File: src/rtl/serial_rx_pkg.sv
// Shared types for the serial word receiver: FSM state encoding and bit-order constants.
// The ST_PAR state only exists when SERIAL_RX_PARITY_EN is defined.
package serial_rx_pkg;

    typedef enum logic [1:0] {
        ST_IDLE  = 2'd0,
        ST_SHIFT = 2'd1,
`ifdef SERIAL_RX_PARITY_EN
        ST_PAR   = 2'd2,
`endif
        ST_HOLD  = 2'd3
    } state_t;

    localparam logic DIR_LSB_FIRST = 1'b0;
    localparam logic DIR_MSB_FIRST = 1'b1;

endpackage

File: src/rtl/serial_rx_bitcnt.sv
// Frame bit counter: clear (optionally loading 1), increment, and a flag raised
// when the next increment will complete the word.
module serial_rx_bitcnt #(
    parameter int WIDTH = 4,
    parameter int CW    = $clog2(WIDTH + 1)
) (
    input  logic clk,
    input  logic rst,
    input  logic clr,
    input  logic inc,
    output logic last
);

    logic [CW-1:0] count;

    // clr together with inc loads 1: the bit that restarts a frame is counted.
    always_ff @(posedge clk or posedge rst) begin
        if (rst)
            count <= '0;
        else if (clr)
            count <= inc ? CW'(1) : '0;
        else if (inc)
            count <= count + CW'(1);
    end

    assign last = (count == CW'(WIDTH - 1));

endmodule

File: src/rtl/serial_word_receiver.sv
// Serial-to-parallel word receiver with frame sync, ready/valid output and sticky overrun.
// Optional even-parity bit after each word: define SERIAL_RX_PARITY_EN.
module serial_word_receiver
    import serial_rx_pkg::*;
#(
    parameter int WIDTH = 4
) (
    input  logic             clk,
    input  logic             rst,
    input  logic             sin_valid,
    input  logic             sin_data,
    input  logic             sin_first,
    input  logic             dir,
    input  logic             par_ready,
    input  logic             ovr_clr,
    output logic [WIDTH-1:0] par_data,
    output logic             par_valid,
    output logic             busy,
    output logic             overrun,
    output logic             sync_err
`ifdef SERIAL_RX_PARITY_EN
    ,
    output logic             parity_err
`endif
);

    state_t state, state_nxt;
    logic   load, shift, sync, drop, accept, last, dir_q, shift_dir;
`ifdef SERIAL_RX_PARITY_EN
    logic   take_par;
`endif

    serial_rx_bitcnt #(.WIDTH(WIDTH)) u_bitcnt (
        .clk  (clk),
        .rst  (rst),
        .clr  (load),
        .inc  (load | shift),
        .last (last)
    );

    always_ff @(posedge clk or posedge rst) begin
        if (rst) state <= ST_IDLE;
        else     state <= state_nxt;
    end

    always_comb begin
        state_nxt = state;
        load      = 1'b0;
        shift     = 1'b0;
        sync      = 1'b0;
        drop      = 1'b0;
        accept    = 1'b0;
`ifdef SERIAL_RX_PARITY_EN
        take_par  = 1'b0;
`endif
        case (state)
            ST_IDLE: begin
                if (sin_valid && sin_first) begin
                    load      = 1'b1;
                    state_nxt = ST_SHIFT;
                end
            end
            ST_SHIFT: begin
                if (sin_valid && sin_first) begin
                    load = 1'b1;
                    sync = 1'b1;
                end else if (sin_valid) begin
                    shift = 1'b1;
`ifdef SERIAL_RX_PARITY_EN
                    if (last) state_nxt = ST_PAR;
`else
                    if (last) state_nxt = ST_HOLD;
`endif
                end
            end
`ifdef SERIAL_RX_PARITY_EN
            ST_PAR: begin
                if (sin_valid && sin_first) begin
                    load      = 1'b1;
                    sync      = 1'b1;
                    state_nxt = ST_SHIFT;
                end else if (sin_valid) begin
                    take_par  = 1'b1;
                    state_nxt = ST_HOLD;
                end
            end
`endif
            ST_HOLD: begin
                // Handshake frees the word; a frame start on the same edge is taken, not dropped.
                if (par_ready) begin
                    accept = 1'b1;
                    if (sin_valid && sin_first) begin
                        load      = 1'b1;
                        state_nxt = ST_SHIFT;
                    end else begin
                        state_nxt = ST_IDLE;
                    end
                end else if (sin_valid) begin
                    drop = 1'b1;
                end
            end
            default: state_nxt = ST_IDLE;
        endcase
    end

    // The first bit of a frame uses the live dir; the rest use the latched copy.
    assign shift_dir = load ? dir : dir_q;

    always_ff @(posedge clk or posedge rst) begin
        if (rst) begin
            par_data <= '0;
            dir_q    <= DIR_LSB_FIRST;
            sync_err <= 1'b0;
            overrun  <= 1'b0;
        end else begin
            if (load || shift)
                par_data <= (shift_dir == DIR_MSB_FIRST) ? {par_data[WIDTH-2:0], sin_data}
                                                         : {sin_data, par_data[WIDTH-1:1]};
            if (load) dir_q <= dir;
            sync_err <= sync;
            if (drop)         overrun <= 1'b1;
            else if (ovr_clr) overrun <= 1'b0;
        end
    end

`ifdef SERIAL_RX_PARITY_EN
    always_ff @(posedge clk or posedge rst) begin
        if (rst)           parity_err <= 1'b0;
        else if (take_par) parity_err <= (^par_data) ^ sin_data;
        else if (accept)   parity_err <= 1'b0;
    end
    assign busy = (state == ST_SHIFT) || (state == ST_PAR);
`else
    assign busy = (state == ST_SHIFT);
`endif

    assign par_valid = (state == ST_HOLD);

endmodule

File: config.mk
export PLATFORM = sky130hd
export DESIGN_NAME = serial_word_receiver
export DESIGN_NICKNAME = d
export VERILOG_FILES = /design/src/rtl/serial_rx_pkg.sv /design/src/rtl/serial_rx_bitcnt.sv /design/src/rtl/serial_word_receiver.sv
export SDC_FILE = /design/constraint.sdc
export NUM_CORES = 1
export LEC_CHECK = 0
export CAP_MARGIN = 25
export CORE_ASPECT_RATIO = 1.25
export CORE_MARGIN = 4
export CORE_UTILIZATION = 39
export CTS_BUF_LIST = sky130_fd_sc_hd__clkbuf_2 sky130_fd_sc_hd__clkbuf_4 sky130_fd_sc_hd__clkbuf_8
export DETAILED_ROUTE_END_ITERATION = 10
export SYNTH_ARGS = -nofsm -noshare
export SYNTH_HDL_FRONTEND = slang
export SYNTH_SLANG_ARGS = --single-unit
File: constraint.sdc
create_clock -name clk -period 1.6 [get_ports clk]
set_input_delay 0.4 -clock clk [delete_from_list [all_inputs] [get_ports clk]]
set_output_delay 0.4 -clock clk [all_outputs]
set_load 0.02 [all_outputs]
-- Yosys cells after proc, flatten, opt, wreduce, memory -nomap -nowiden
Index checks and enable logic that the tools add are counted.
- add/sub/neg operators: 1
- equal/unequal tests: 8
- mux-type cells: 23
- bitwise logic cells: 1
- reductions and logical operators: 7
- operators with widths (kind ; number):
    $mux W1 ; 13
    $mux W2 ; 5
    $ne A2 B2 Y1 const B ; 4
    $mux W3 ; 2
    $pmux W2 S3 ; 1
    $reduce_and A5 Y1 ; 1
    $mux W4 ; 1
    $reduce_bool A2 Y1 ; 2
    $add A3 B1 Y3 const B ; 1
    $eq A3 B2 Y1 const B ; 1
    $eq A2 B1 Y1 const B ; 1
    $eq A2 B2 Y1 const B ; 1
    $logic_not A2 Y1 ; 1
    $ne A2 B1 Y1 const B ; 1
    $pmux W1 S2 ; 1
    $reduce_or A2 Y1 ; 1
    $logic_and A1 B1 Y1 ; 1
    $logic_or A1 B1 Y1 ; 1
    $or A1 B1 Y1 ; 1
- bits in registers: 12
- input bits: 8
- output and inout bits: 8
- logic and storage cells: 46

-- Longest topological paths before layout
- depth after elaboration: 7
- depth in mapped cells: 4
- mapped depth without buffers: 4

-- Cells and area by module
Synthesis repeated with hierarchy kept, for this count alone.
- cell total of the unflattened synthesis: 68
- area total of the unflattened synthesis: 728.2 um2
- by module, submodules not included (module ; instances ; cells each ; area an instance (um2)):
    serial_word_receiver ; 1 ; 55 ; 580.6
    serial_rx_bitcnt ; 1 ; 13 ; 147.6

-- Worst setup path after synthesis
OpenSTA, ideal clock, no wires.
- path type: register to register
- start: register state[1]
- end: register par_data[1]
- setup time: 133 ps
- data arrival time: 1076 ps
- path slack: 391 ps
- stages on the path, launching flop included: 5
- buffers on the path: 1
- clock period less this slack: 1209 ps
- path through: dfrtp_1 -> and4bb_1 -> buf_6 -> mux2i_1 -> mux2i_1
- word-level cells in the longest chain between the ends: 5
- elaborated cells on any way between the ends: 9
- ends and longest elaborated chain (element ; RTL line ; source):
    start, declared ; serial_word_receiver.sv:27 ; state_t state, state_nxt;
    start signal, assigned ; serial_word_receiver.sv:43 ; else state <= state_nxt;
    $eq A2 B1 Y1 or $logic_not A2 Y1 (tied branches) ; serial_word_receiver.sv:56 ; case (state)
    $reduce_or A2 Y1 (no source line) ; n/a ;
    $pmux W1 S2 ; serial_word_receiver.sv:56 ;
    $mux W1 ; n/a ;
    $mux W4 ; serial_word_receiver.sv:117 ; par_data <= (shift_dir == DIR_MSB_FIRST) ? {par_data[WIDTH-2:0], sin_data}
    end signal, assigned ; serial_word_receiver.sv:117 ;
    end, declared ; serial_word_receiver.sv:16 ; output logic [WIDTH-1:0] par_data,
Parallel ways exist; a longest one is shown, timed or not.
A chain may end at the register's enable or synchronous reset.

-- Worst setup path after layout
- start: register state[0]
- end: output port par_valid
- word-level cells in the longest chain between the ends: 1
- ends and longest elaborated chain (element ; RTL line ; source):
    $eq A2 B2 Y1 ; serial_word_receiver.sv:137 ; assign par_valid = (state == ST_HOLD);
    end, declared ; serial_word_receiver.sv:17 ; output logic par_valid,
No other way between the ends.

==> impl_metrics.py <==
metrics = {
    "outcome": {
        "status": "completed",
    },
    "min_path": {
        "hp-class": "primary input to async pin",
    },
    "worst_setup_path": {
        "critPathBufInv": 1,
        "worstPathRequired_ns": 1.20,
        "cp_cell_sequence": "and2_2 -> clkdlybuf4s15_1",
        "worst_path_largest_cell_delay_ns": 0.38,
        "critical_path_arrival_ns": 1.12,
        "crit_family": "flip-flops",
        "cp_slowest_cell": "dfrtp_1",
        "end_kind": "output port",
        "cp-start-kind": "register",
        "worstSetupPathType": "register to output port",
        "crit_fanout": 3,
    },
    "clocking": {
        "cts_tree": "built",
        "htreeDepth": 1,
        "cts_num_sinks": 12,
        "clk_path_buf_depth": 2,
        "clkTransAtPathRegs_ns": 0.07,
        "cts_made_buffers": 3,
        "postCtsHoldBufs": 0,
        "root_buffer": "clkbuf_4",
        "insertion_delay_ns": 0.26,
    },
    "job": {
        "drv_cap": 0,
    },
    "power": {
        "power_switching_share_pct": 36.5,
        "switching_power_uw": 494,
        "total_power_mw": 1.35,
        "p_seq_share_pct": 36.1,
        "ir_drop_uv": 708,
        "pwr-share-comb_pct": 51.0,
        "p_int_uw": 858,
        "leakagePower_nw": 0.455,
        "clkPwrFrac_pct": 12.9,
        "p_per_area_nw_per_um2": 1430,
    },
    "placement": {
        "io_buffers": 15,
        "dp_slack_ns": -0.118,
        "place_area_um2": 932,
        "placedCellCount": 99,
        "place_congestion": 0.729,
        "dp_hpwl_um": 1050,
    },
    "yosys": {
        "synth_area_per_cell_um2": 12.1,
        "yosysSeqAreaShare_pct": 43.4,
        "ys.flop_type": "dfrtp_1",
        "postSynthCellCount": 57,
        "synth_top_cells_by_count": "mux2i_1 (13), dfrtp_1 (12), mux2_2 (4)",
        "async_flop_share_pct": 100,
        "synth_top_cell_by_area": "dfrtp_1",
        "synth_edf_count": 0,
        "yosysMostFrequentCell": "mux2i_1",
        "yosys_warnings": 0,
        "syn_nets": 67,
        "synth_area_um2": 692,
        "ys_ff_latch": 12,
        "synth.area.top_cells": "dfrtp_1 (43%), mux2i_1 (19%), mux2_2 (6.5%)",
        "yosys.cell_types.count": 24,
        "yosysTopAreaCellShare_pct": 43.4,
    },
    "die": {
        "initial_core_util_pct": 42.7,
        "die_w_um": 45.7,
        "die_h_um": 55.1,
        "io_pins": 16,
        "die_area_um2": 2520,
        "row_count": 16,
        "core_area_um2": 1620,
    },
    "detailed_routing": {
        "routedWlPerCell_um": 12.6,
        "drt-vias-per-instance": 5.08,
        "wirelength_um": 1280,
        "drt_iter0_drc": 2,
        "antenna_left": 0,
        "vias": 518,
        "drcViolationCount": 0,
        "drt_first_pass_iters": 4,
    },
    "timing": {
        "tightest_slew_ns": 0.446,
        "rsz0062_at_grt": "false",
        "finalMaxSlewViolations": 0,
        "final.period_utilization_pct": 95.1,
        "fin_crit_ns": 1.52,
        "finClkSkew_ns": 0.00187,
        "fmaxAchievable_ghz": 0.658,
        "worst_hold_slack_ns": 0.432,
        "hold_violations": 0,
        "timing.final.ws_setup_ns": 0.0792,
        "setup_violations": 0,
        "relSlewSlack_pct": 70.2,
    },
    "grt": {
        "grt_max_degree": 13,
        "grt_pass1_vias": 528,
        "grt_antenna_before_repair": 0,
        "grt_overflow_total": 0,
        "grt_pass1_wl_um": 2060,
        "track_usage_pct": 12.1,
    },
    "cells_and_area": {
        "syn_to_final_growth_pct": 36.7,
        "stdcell_area_um2": 946,
        "nNetsFinal": 96,
        "instances_no_fill": 102,
        "num_antenna_cells": 0,
        "drive_gt1_share_pct": 29.8,
    },
}
[state kept, by name (all words and copies together), names as in the netlist]
name	flops
dir_q	1
overrun	1
par_data	4
state	2
sync_err	1
u_bitcnt.count	3
[power groups by stage]
stage / sequential [mW] / combinational (mW) / clock (mW)
floorplan: 0.579 / 0.356 / 0
global placement: 0.494 / 0.748 / 0
detailed placement: 0.500 / 0.754 / 0
CTS: 0.491 / 0.705 / 0.183
global route: 0.503 / 0.764 / 0.201
finish: 0.488 / 0.690 / 0.174
[area by class of cell]
| cell class | count | area [µm²] |
|---|---|---|
| inverter | 3 | 11.3 |
| timing repair buffer | 26 | 224 |
| fill | 137 | 676 |
| multi-input combinational | 40 | 365 |
| sequential | 12 | 300 |
| clock buffer | 3 | 22.5 |
| tap | 18 | 22.5 |
[what timing repair did]
| item | CTS | global route |
|---|---|---|
| setup buffers | 0 | 0 |
| gates resized for setup | 7 | 4 |
| endpoints found under the hold margin | 0 | 0 |
| endpoints found under the setup margin | 7 | 3 |
[through the flow]
step	util, %	TNS [ns]
2_1_floorplan	-	0
3_3_place_gp	57.5	-0.413
3_5_place_dp	57.5	-0.564
4_1_cts	58.3	0
5_1_grt	58.3	0
6_report	58.3	0
[metal layers]
| layer | share of wire (%) | global-route usage, % | vias up | wire length, µm |
|---|---|---|---|---|
| met5 | 0 | 0 | - | 0 |
| met4 | 1.0 | 4.39 | 0 | 13 |
| met3 | 7.0 | 5.83 | 2 | 90 |
| met2 | 51 | 21.6 | 14 | 655 |
| met1 | 41 | 11.9 | 246 | 521 |
| li1 | - | - | 256 | - |
[final timing paths]
path / start / to / slack, ns / depth (start not counted)
setup / recovery: state[0] / par_valid / 0.08 / 2
hold / removal: rst / u_bitcnt.count[1] / 0.43 / 2
setup reg to reg: state[1] / par_data[1] / 0.24 / 5
hold reg to reg: u_bitcnt.count[0] / u_bitcnt.count[0] / 0.54 / 2
max in group asynchronous: rst / sync_err / 0.86 / 2
min in group clk: u_bitcnt.count[0] / u_bitcnt.count[0] / 0.54 / 2
[kinds of logic after synthesis]
group | after synthesis | share of synthesized area (%)
compound gates | 7 | 8.86
xor+xnor | 1 | 1.27
fa+ha+maj | 2 | 3.62
buf+inv | 5 | 3.80
flops | 12 | 43.4
mux | 18 | 27.5
simple gates | 12 | 11.6
[layout by cell type (no fill, tap or decap), drive strengths merged, types with 2 or more instances in the layout]
cell type | Yosys | layout
nor2b | 2 | 2
ha | 2 | 2
buf | 2 | 11
clkbuf | 0 | 4
dlygate4sd2 | 0 | 5
nor2 | 2 | 2
dfrtp | 12 | 12
a21oi | 3 | 3
mux2i | 13 | 13
nand2 | 2 | 2
clkdlybuf4s50 | 0 | 7
inv | 3 | 3
mux2 | 5 | 5
Note: power is estimated with default switching activity, not from simulation.
